File: src/rtl/sseg_pkg.sv
// Shared types and constants for the shared seven-segment display block.
// Holds the arbiter state encoding and the active-low hex glyph table.
package sseg_pkg;

    typedef enum logic {
        IDLE,
        HOLD
    } state_t;

    localparam logic [6:0] SEG_BLANK = 7'h7F;

    // Active-low glyphs, segment order g..a, indexed by nibble value.
    localparam logic [6:0] GLYPH [16] = '{
        7'b1000000, 7'b1111001, 7'b0100100, 7'b0110000,
        7'b0011001, 7'b0010010, 7'b0000010, 7'b1111000,
        7'b0000000, 7'b0010000, 7'b0001000, 7'b0000011,
        7'b0100111, 7'b0100001, 7'b0000110, 7'b0001110
    };

endpackage

File: src/rtl/sseg_hex_decode.sv
// Combinational nibble to active-low seven-segment glyph lookup.
// Output registers live in the parent.
module sseg_hex_decode
    import sseg_pkg::*;
(
    input  logic [3:0] nib,
    output logic [6:0] seg
);

    assign seg = GLYPH[nib];

endmodule

File: src/rtl/sseg_share_arbiter.sv
// Round-robin req/ack arbiter sharing HEX1:HEX0 between two byte sources,
// holding each grant for a minimum display time.
module sseg_share_arbiter
    import sseg_pkg::*;
#(
    parameter int HOLD_CYCLES = 25_000_000,
    parameter int CNT_W       = 25,
    parameter bit BLANK_IDLE  = 1'b1
) (
    input  logic       CLOCK_50,
    input  logic       reset,
    input  logic       req0,
    input  logic [7:0] data0,
    output logic       ack0,
    input  logic       req1,
    input  logic [7:0] data1,
    output logic       ack1,
    output logic       owner,
    output logic       busy,
    output logic [6:0] HEX0,
    output logic [6:0] HEX1
);

    localparam logic [CNT_W-1:0] CNT_LOAD = CNT_W'(HOLD_CYCLES - 1);

    state_t           state, state_n;
    logic [CNT_W-1:0] cnt, cnt_n;
    logic             rr_pri;
    logic [7:0]       byte_q;
    logic             elig0, elig1;
    logic             own_req, other_req;
    logic             grant, gidx, reload;
    logic [6:0]       seg_lo, seg_hi;

    // A request seen in the same cycle as its own ack is the old one.
    assign elig0     = req0 & ~ack0;
    assign elig1     = req1 & ~ack1;
    assign own_req   = owner ? elig1 : elig0;
    assign other_req = owner ? elig0 : elig1;
    assign busy      = (state == HOLD);

    // Next-state, grant selection and hold counter.
    always_comb begin
        state_n = state;
        cnt_n   = cnt;
        grant   = 1'b0;
        gidx    = owner;
        reload  = 1'b0;
        unique case (state)
            IDLE: begin
                if (elig0 | elig1) begin
                    grant   = 1'b1;
                    gidx    = (elig0 & elig1) ? rr_pri : elig1;
                    reload  = 1'b1;
                    state_n = HOLD;
                end
            end
            HOLD: begin
                if (cnt == '0) begin
                    if (other_req | own_req) begin
                        grant  = 1'b1;
                        gidx   = other_req ? ~owner : owner;
                        reload = 1'b1;
                    end else begin
                        state_n = IDLE;
                    end
                end else begin
                    cnt_n = cnt - CNT_W'(1);
                    if (own_req) begin
                        grant = 1'b1;
                        gidx  = owner;
                    end
                end
            end
            default: state_n = IDLE;
        endcase
        if (reload) begin
            cnt_n = CNT_LOAD;
        end
    end

    // Arbiter state, latched byte and ack pulses.
    always_ff @(posedge CLOCK_50 or posedge reset) begin
        if (reset) begin
            state  <= IDLE;
            cnt    <= '0;
            owner  <= 1'b0;
            rr_pri <= 1'b0;
            byte_q <= 8'h00;
            ack0   <= 1'b0;
            ack1   <= 1'b0;
        end else begin
            state <= state_n;
            cnt   <= cnt_n;
            ack0  <= grant & ~gidx;
            ack1  <= grant & gidx;
            if (grant) begin
                owner  <= gidx;
                rr_pri <= ~gidx;
                byte_q <= gidx ? data1 : data0;
            end
        end
    end

    sseg_hex_decode u_dec_lo (
        .nib (byte_q[3:0]),
        .seg (seg_lo)
    );

    sseg_hex_decode u_dec_hi (
        .nib (byte_q[7:4]),
        .seg (seg_hi)
    );

    // Registered glyph outputs, blanked while idle when configured.
    always_ff @(posedge CLOCK_50 or posedge reset) begin
        if (reset) begin
            HEX0 <= SEG_BLANK;
            HEX1 <= SEG_BLANK;
        end else if (BLANK_IDLE && state == IDLE) begin
            HEX0 <= SEG_BLANK;
            HEX1 <= SEG_BLANK;
        end else begin
            HEX0 <= seg_lo;
            HEX1 <= seg_hi;
        end
    end

endmodule

File: config.mk
export PLATFORM = sky130hd
export DESIGN_NAME = sseg_share_arbiter
export DESIGN_NICKNAME = d
export VERILOG_FILES = /design/src/rtl/sseg_pkg.sv /design/src/rtl/sseg_hex_decode.sv /design/src/rtl/sseg_share_arbiter.sv
export SDC_FILE = /design/constraint.sdc
export NUM_CORES = 1
export LEC_CHECK = 0
export ABC_CLOCK_PERIOD_IN_PS = 4900
export BUFFER_PORTS_ARGS = -buffer_cell sky130_fd_sc_hd__buf_2
export CAP_MARGIN = 20
export CELL_PAD_IN_SITES_DETAIL_PLACEMENT = 0
export CELL_PAD_IN_SITES_GLOBAL_PLACEMENT = 1
export CORE_MARGIN = 2
export CORE_UTILIZATION = 35
export DETAILED_ROUTE_END_ITERATION = 8
export GPL_TIMING_DRIVEN = 0
export PLACE_DENSITY = 0.63
export SYNTH_ARGS = -nofsm -noshare
export SYNTH_HDL_FRONTEND = slang
export SYNTH_SLANG_ARGS = --single-unit
File: constraint.sdc
create_clock -name CLOCK_50 -period 4.9 [get_ports CLOCK_50]
set_clock_uncertainty 0.1 [all_clocks]
set_input_delay 0.98 -clock CLOCK_50 [delete_from_list [all_inputs] [get_ports CLOCK_50]]
set_output_delay 0.98 -clock CLOCK_50 [all_outputs]
set_load 0.02 [all_outputs]
# After elaboration in Yosys (flattened, before gate mapping)
# Memory sizes are Yosys's and may differ from the RTL's.
# Cells that the tools add are included.
[classes] n_bitwise=14 reduce_logical=3 magnitude_cmp=2 n_eq_ne=1 addsub=1 mux=27
[ops] operator="25-bit two-way mux" count=3
[ops] operator="7-bit two-way mux" count=6
[ops] operator="25-bit zero test" count=1
[ops] operator="25-bit by 1-bit subtractor with 25-bit output (second input constant)" count=1
[ops] operator="1-bit two-way mux" count=13
[ops] operator="5-bit >= comparator (second input constant)" count=2
[ops] operator="4-bit NOT with 5-bit output" count=2
[ops] operator="8-bit two-way mux" count=1
[ops] operator="1-bit case mux with 2 select lines" count=4
[ops] operator="1-bit bitwise AND" count=5
[ops] operator="1-bit NOT" count=5
[ops] operator="2-bit inequality test (second input constant)" count=1
[ops] operator="1-bit OR" count=2
[ops] operator="2-bit AND reduction" count=1
[ops] operator="2-bit nonzero test" count=1
[totals] output_inout_bits=18 in_bits=20 romBits=224 register_bits=52 wordCells=59 mem_count=2
[mem_list] memory="(name not given)" words=16 word_bits=7 read_ports=1 rd_ports_with_merged_regs=0 wr=0 line_no="sseg_hex_decode.sv:10" source="assign seg = GLYPH[nib];"
[mem_list] memory="(name not given)" words=16 word_bits=7 read_ports=1 rd_ports_with_merged_regs=0 wr=0 line_no="sseg_hex_decode.sv:10"

# Depth between registers and ports, before layout
# Gate-level depths: netlist (run 1).
[logic_depth] depth_word=9 mapped_depth=9 mapped_depth_nobuf=7

# Cells and area by module
# From an unflattened synthesis (run 1), not the netlist that was laid out.
[unflattened] cells_unflattened=319 hier_area_um2=3195.6
[by_module_without_submodules] module="sseg_share_arbiter" seq_area_each_um2=1318.8 instances=1 area_per_inst_um2=2720.1 cells_each=258
[by_module_without_submodules] module="sseg_hex_decode (u_dec_hi)" seq_area_each_um2=0.0 instances=1 area_per_inst_um2=246.5 cells_each=30
[by_module_without_submodules] module="sseg_hex_decode (u_dec_lo)" seq_area_each_um2=0.0 instances=1 area_per_inst_um2=229.0 cells_each=31

# Least setup slack after synthesis (run 1)
# OpenSTA, ideal clock, no wires.
[synth_timing] kind="input-to-reg" from="in req1" to="reg cnt[15]" cell_stages=7 required_ps=4721 path_slack_ps=2444 setup_ps=79 path_buffers=2 arrival_time_ps=2277 path_cell_list="nor2b_1 -> clkbuf_1 -> or2_2 -> buf_6 -> nand3_1 -> a2111oi_2 -> mux2i_1"
[synth_via] elab_chain_cells=8 elab_cells_between_ends=13 classes_between="eq/ne: 1; mux: 7; bitwise: 3; reduce/logical: 2"
[synth_rtl] item="start, declared" line_no="sseg_share_arbiter.sv:15" source="input logic req1,"
[synth_rtl] item="1-bit bitwise AND (*)" line_no="sseg_share_arbiter.sv:37" source="assign elig1 = req1 & ~ack1;"
[synth_rtl] item="1-bit two-way mux (on tied branches)" line_no="sseg_share_arbiter.sv:39, sseg_share_arbiter.sv:38"
[synth_rtl] item="1-bit OR" line_no="sseg_share_arbiter.sv:60" source="if (other_req | own_req) begin"
[synth_rtl] item="1-bit two-way mux" line_no="sseg_share_arbiter.sv:60"
[synth_rtl] item="1-bit two-way mux" line_no="sseg_share_arbiter.sv:59" source="if (cnt == '0) begin"
[synth_rtl] item="1-bit case mux with 2 select lines (*)" line_no="sseg_share_arbiter.sv:49" source="unique case (state)"
[synth_rtl] item="2-bit inequality test (no line) or 2-bit nonzero test (tied branches)"
[synth_rtl] item="2-bit AND reduction (no line)"
[synth_rtl] item="end signal, assigned" line_no="sseg_share_arbiter.sv:94" source="cnt <= cnt_n;"
[synth_rtl] item="end, declared" line_no="sseg_share_arbiter.sv:27" source="logic [CNT_W-1:0] cnt, cnt_n;"
# Every way passes the cells marked *; elsewhere a longest branch is shown, timed or not.
# A chain may end at the register's enable or synchronous reset.

# Worst setup path in the final report (run 1)
[layout_timing] from="reg cnt[12]" to="reg byte_q[4]"
[layout_via] elab_chain_cells=4 elab_cells_between_ends=6 classes_between="mux: 5; reduce/logical: 1"
[layout_rtl] item="25-bit zero test (*)" line_no="sseg_share_arbiter.sv:59"
[layout_rtl] item="1-bit two-way mux" line_no="sseg_share_arbiter.sv:59"
[layout_rtl] item="1-bit case mux with 2 select lines" line_no="sseg_share_arbiter.sv:49"
[layout_rtl] item="8-bit two-way mux" line_no="sseg_share_arbiter.sv:100" source="byte_q <= gidx ? data1 : data0;"
[layout_rtl] item="end signal, assigned" line_no="sseg_share_arbiter.sv:100"
[layout_rtl] item="end, declared" line_no="sseg_share_arbiter.sv:29" source="logic [7:0] byte_q;"
# Marked as above.

==> reports/metrics.cfg, run 1 <==
[status]
outcome = finished clean

[yosys]
synth_seq_cells = 52
ys_types = 56
async_reset_ff_frac = 1.000
synth-simple-area-share = 0.1952
ys_warn_count = 0
synthAdderAreaFrac = 0.05611
synth_xor_area_frac = 0.01122
synth.mux.area_fraction = 0.04970
synth_fp_nets = 360
synth_ff_type = dfrtp_1
avgSynthCellArea_sq_um = 9.576
synth_top_family_by_area = compound AO/OA/AOI/OAI gates
synth_enable_flop_cells = 0
synth_area_sq_mm = 0.003122
syn_inst = 326
synth_compound_area_frac = 0.2180
ys_seq_area_frac = 0.4224

[worst_setup_path]
rr_worst_depth = 6
cp_slowest_cell = nor4_1
path_cells = nor4_1 -> nand2_2 -> buf_2 -> o31ai_2 -> o21ai_0 -> a31oi_1
critPathMaxStageDelay_ns = 0.67
crit_buf_inv = 1
critPathCaptureType = register
crit_family = simple AND/OR/NAND/NOR gates
cp_num_cells = 6
worstPathMaxFanout = 10
cp.arrival_ns = 2.85
cp_data_required_time_ns = 5.04
path_class = reg -> reg
cp-start-kind = register

[drt]
wl_per_cell_um = 15.67
vias = 2616
drtIter0Drc = 107
remaining_drc_errors = 0
route.detailed.vias_per_inst = 5.450
ant_nets = 0
dr.pass1.iters = 4
wirelength_um = 7520

[global_route]
grt_first_pass_wirelength_um = 13020
first_global_vias = 2549
antenna_found_initial = 0
grt_max_degree = 37
grt_usage = 0.1645
grt_overflow = 0

[timing]
max_freq_mhz = 368.6
period_share = 0.5537
slew-limit-headroom = 0.5202
rsz0062_at_grt = false
finalHoldViolCount = 0
setup-violations-final = 0
holdWs_ns = 0.4237
slew_violations = 0
period_needed_ns = 2.713
worstMarginPinSlew_ns = 0.7131
finalSetupTns_ns = 0

[hold_path]
hold_path_class = reg -> reg
hold_depth = 1

[final_layout]
fillerInstances = 911
final_util = 0.4131
layout.nets = 405
layout-drive-gt1-share = 0.2366
stdcell_area_sq_mm = 0.003585
diodes = 0
areaGrowthSynthToFinish_pct = 14.83

[power_and_ir_drop]
fin_total_pwr_uw = 1173
peakVddDrop_mv = 0.1220
p_per_area_mw_per_mm2 = 327.1
p_leak_uw = 0.001450

[placement]
place_hpwl_um = 5440
portBuffers = 37
placed_area_sq_mm = 0.003462
gp_routability_congestion = 0.7602

[clock_network]
cts-htree-levels = 2
cts_buffers = 5
cts_setup_buffers = 0
clock-sinks = 52
cts.clk_slew.worst_paths_ns = 0.10
clk_path_buf_depth = 2
post_cts_resized = 0
postCtsHoldBufs = 0
clock_latency_ns = 0.31
cts_tree = built
cts-root-buf = clkbuf_8

[floorplanning]
core_sq_mm = 0.008678
die_y_um = 98.44
initial_utilization = 0.3597
fp.dieArea_sq_mm = 0.009690
num_io_pins = 38
rows = 34
die_x_um = 98.44

[job]
cap_viol_max_count = 0

[registers in the layout, summed over array words and instances (netlist names)]
register and cells:
byte_q 8, HEX0 7, HEX1 7, cnt 25, busy 1, rr_pri 1
ack0 1, owner 1, ack1 1
[stage by stage]
stage,setup slack [ns],std cells
5_1_grt,1.921,480
2_1_floorplan,2.444,326
3_5_place_dp,2.131,472
4_1_cts,2.155,480
6_report,2.187,480
3_3_place_gp,1.809,471
[layout make-up]
type	count	area [sq um]	area share
repair buffers	38	205.2	0.05724
inverters	12	45.04	0.01257
well taps	108	135.1	0.03770
clock buffers	8	122.6	0.03421
multi-input cells	243	1655	0.4618
plain buffers	19	102.6	0.02862
flip-flops and latches	52	1319	0.3679
[metal layers]
layer	part of all wire	wire length, um	GRT usage	vias to the layer above
li1	-	-	-	1299
met2	0.45	3384	0.2569	51
met4	0.0085	64	0.03583	0
met3	0.036	267	0.02908	6
met5	0	0	0	-
met1	0.51	3804	0.2406	1260
[cell usage in the layout (no fill, tap or decap), types with 5 or more instances in the layout]
cell type and instances:
buf_2 40, dfrtp_1 38, o21ai_0 36, nand2_1 24
nand3_1 20, dfstp_2 14, nor2_1 14, a21oi_1 14
ha_1 14, clkbuf_1 12, inv_1 11, mux2i_1 11
a31oi_1 11, nor3_1 11, o211ai_1 7, or4_1 6
nor4_1 5, nor2b_1 5, clkbuf_8 5
[final timing paths]
path,slack [ns],start,endpoint
max,2.19,cnt[12]$_DFFE_PP0P_,byte_q[4]$_DFFE_PP0N_
min,0.42,cnt[11]$_DFFE_PP0P_,cnt[11]$_DFFE_PP0P_
max reg2reg,2.19,cnt[12]$_DFFE_PP0P_,byte_q[4]$_DFFE_PP0N_
min reg2reg,0.42,cnt[11]$_DFFE_PP0P_,cnt[11]$_DFFE_PP0P_
max in group asynchronous,3.58,reset,HEX1[2]$_DFF_PP1_
min in group asynchronous,0.53,reset,cnt[7]$_DFFE_PP0P_
[cell families (layout without fill, tap and decap cells)]
family                   Yosys count  after routing
AND/OR/NAND/NOR                  108            108
AO/OA/AOI/OAI                    102            102
flip-flops                        52             52
buffers and inverters             31             77
multiplexers                      15             15
adder cells (fa/ha/maj)           14             14
XOR/XNOR                           4              4
[where the power goes]
part	internal, uW	total, uW	switching [uW]
Sequential	508	575	66.6
Clock	164	318	155
Combinational	115	280	165
Total	787	1170	386
[Yosys cell counts, types with 11 or more instances]
| cell type | instances | area share |
|---|---|---|
| dfrtp_1 | 38 | 0.30 |
| o21ai_0 | 36 | 0.058 |
| nand2_1 | 24 | 0.029 |
| nand3_1 | 20 | 0.032 |
| a21oi_1 | 14 | 0.022 |
| dfstp_2 | 14 | 0.12 |
| ha_1 | 14 | 0.056 |
| nor2_1 | 14 | 0.017 |
| inv_1 | 12 | 0.014 |
| a31oi_1 | 11 | 0.022 |
| clkbuf_1 | 11 | 0.013 |
| mux2i_1 | 11 | 0.035 |
| nor3_1 | 11 | 0.018 |
Note: power is estimated with default switching activity, not from simulation.
==> inputs of run 2 (changes only) <==
--- a/config.mk
+++ b/config.mk
@@ -5,7 +5,7 @@
 export SDC_FILE = /design/constraint.sdc
 export NUM_CORES = 1
 export LEC_CHECK = 0
-export ABC_CLOCK_PERIOD_IN_PS = 4900
+export ABC_CLOCK_PERIOD_IN_PS = 2550
 export BUFFER_PORTS_ARGS = -buffer_cell sky130_fd_sc_hd__buf_2
 export CAP_MARGIN = 20
 export CELL_PAD_IN_SITES_DETAIL_PLACEMENT = 0
==> constraint.sdc (replaced) <==
create_clock -name CLOCK_50 -period 2.55 [get_ports CLOCK_50]
set_clock_uncertainty 0.1 [all_clocks]
set_input_delay 0.51 -clock CLOCK_50 [delete_from_list [all_inputs] [get_ports CLOCK_50]]
set_output_delay 0.51 -clock CLOCK_50 [all_outputs]
set_load 0.02 [all_outputs]
==> run 2 against run 1 <==
Compared with the run above:
- die area is the same
- wire length is 1.4% higher
- sequential power rose by 97%
- cell count up 0.42%
- global-route usage rose by 0.075 points
- clock power increased by 92%
- setup slack worse by 2.1 ns
- worst hold slack got worse by 0.36 ns
- critical path depth is 2 higher
- utilization is 1.2 points higher
- sequential cell count did not move
==> reports/metrics.cfg, run 2 (synthesis results as in run 1) <==
[final_layout]
final_cell_mix = buf_2 (40), dfrtp_1 (38), o21ai_0 (36)
final_util = 0.4253  ; +0.01226
areaGrowthSynthToFinish_pct = 18.24
largest_register_ffs = 25  ; unchanged
reg.largest.list = cnt (25), byte_q (8)
diodes = 0  ; unchanged
top_register = cnt
layout_commonest_cell = buf_2
layout.nets = 407  ; +0.49%
stdcell_area_sq_mm = 0.003691  ; +3.0%
layout-drive-gt1-share = 0.2594  ; +0.02280

[placement]
portBuffers = 37  ; unchanged
gp_routability_congestion = 0.7602  ; unchanged
placed_area_sq_mm = 0.003462  ; unchanged
place_hpwl_um = 5440  ; unchanged
dp_slack_ns = -0.1946  ; -2.326 ns

[floorplanning]
die_y_um = 98.44  ; unchanged
num_io_pins = 38  ; unchanged
fp.dieArea_sq_mm = 0.009690  ; unchanged
initial_utilization = 0.3597  ; unchanged
core_sq_mm = 0.008678  ; unchanged
rows = 34  ; unchanged
die_x_um = 98.44  ; unchanged

[timing]
worstMarginPinSlew_ns = 0.7164  ; +0.003354 ns
finalSetupTns_ns = 0  ; unchanged
slew-limit-headroom = 0.5187  ; -0.001527
rsz0062_at_grt = false
max_freq_mhz = 413.6  ; +12%
worst_slack_ns = 0.1320  ; -2.055 ns
period_needed_ns = 2.418  ; -0.2951 ns
period_share = 0.9482  ; +0.3945
finalHoldViolCount = 0  ; unchanged
slew_violations = 0  ; unchanged
setup-violations-final = 0  ; unchanged

[worst_setup_path]
worstPathMaxFanout = 10  ; unchanged
cp_slowest_cell = dfrtp_1
cp_data_required_time_ns = 2.66  ; -2.38 ns
path_cells = inv_1 -> ha_1 -> nor4b_4 -> nand4_4 -> o21a_1 -> buf_2 -> mux2_1 -> a21o_1
worst_r2r_endpoint = cnt[8]$_DFFE_PP0P_
cp-startpoint = cnt[0]$_DFFE_PP0P_
rr_worst_depth = 8  ; +2
r2r_start = cnt[0]$_DFFE_PP0P_
r2r_setup_slack_ns = 0.13  ; -2.05 ns
critPathMaxStageDelay_ns = 0.44  ; -0.23 ns
path_class = reg -> reg
cp.arrival_ns = 2.53  ; -0.32 ns
cp-start-kind = register
setup.worst_path.end = cnt[8]$_DFFE_PP0P_
critPathCaptureType = register

[hold_path]
hold_path_class = in -> async

[drt]
wirelength_um = 7627  ; +1.4%
drtIter0Drc = 123  ; +15%
route.detailed.vias_per_inst = 5.411  ; -0.72%
wl_per_cell_um = 15.82  ; +1.0%
ant_nets = 0  ; unchanged
vias = 2608  ; -0.31%
remaining_drc_errors = 0  ; unchanged
dr.pass1.iters = 4  ; unchanged

[power_and_ir_drop]
peakVddDrop_mv = 0.2148  ; +76%
p_per_area_mw_per_mm2 = 614.1  ; +88%
p_leak_uw = 0.001484  ; +2.4%
fin_total_pwr_uw = 2267  ; +93%

[clock_network]
postCtsHoldBufs = 0  ; unchanged
cts-htree-levels = 2  ; unchanged
cts_buffers = 5  ; unchanged
cts.clk_slew.worst_paths_ns = 0.10  ; about the same
clock_latency_ns = 0.31  ; about the same
cts_tree = built
clock-sinks = 52  ; unchanged
cts-root-buf = clkbuf_8
clk_path_buf_depth = 2  ; unchanged

[status]
outcome = finished clean

[global_route]
grt_first_pass_wirelength_um = 13090  ; +0.53%
first_global_vias = 2562  ; +0.51%
grt_overflow = 0  ; unchanged
antenna_found_initial = 0  ; unchanged
grt_usage = 0.1652  ; +0.0007490
grt_max_degree = 37  ; unchanged

[job]
cap_viol_max_count = 0  ; unchanged

[run 2: worst max-delay path: cells and delay by family, from the launching register on]
family	cells	cell delay [ns]
flip-flops	1	0.44
AND/OR/NAND/NOR	2	0.57
multiplexers	1	0.33
AO/OA/AOI/OAI	2	0.42
buffers and inverters	2	0.29
adder cells (fa/ha/maj)	1	0.16
[run 2: worst min path at each step]
stage                                    from                  end  slack (ns)  depth (start not counted)
after floorplan           cnt[11]$_DFFE_PP0P_  cnt[11]$_DFFE_PP0P_        0.38                          1
after global placement    cnt[24]$_DFFE_PP0P_  cnt[24]$_DFFE_PP0P_        0.40                          1
after detailed placement                reset   cnt[7]$_DFFE_PP0P_        0.41                          2
after CTS                               reset   cnt[7]$_DFFE_PP0P_        0.07                          2
after global routing                    reset  cnt[11]$_DFFE_PP0P_        0.09                          2
final                                   reset   cnt[7]$_DFFE_PP0P_        0.07                          2
[run 2: power breakdown]
part	switching (uW)	internal, uW
clock network	297	314
logic	298	222
registers	159	976
total	754	1510
[run 2: per-layer routing]
metal | wire [um] | share of wire | up-vias | GRT usage
met4 | 51 | 0.0067 | 0 | 0.04004
met1 | 3873 | 0.51 | 1265 | 0.2411
met3 | 214 | 0.028 | 5 | 0.02979
met2 | 3488 | 0.46 | 34 | 0.2564
li1 | - | - | 1304 | -
met5 | 0 | 0 | - | 0
[run 2: final cells by class]
type,instances,area (sq um)
tap,108,135.1
inverter,12,45.04
timing repair buffer,41,227.7
multi-input combinational,243,1743
fill,904,4987
buffer,18,98.84
sequential,52,1319
clock buffer,8,122.6
[run 2: timing repair]
action / 4_1_cts / 5_1_grt
gates resized for setup: 3 / 11
pin swaps: 0 / 5
setup buffers: 0 / 3
setup endpoints to repair: 14 / 29
[run 2: stage by stage]
step                      hold slack (ns)  std cells
after CTS                         0.07222        480
after global routing              0.08689        482
final                             0.06544        482
after floorplan                    0.3787        326
after global placement             0.4007        471
after detailed placement           0.4077        472
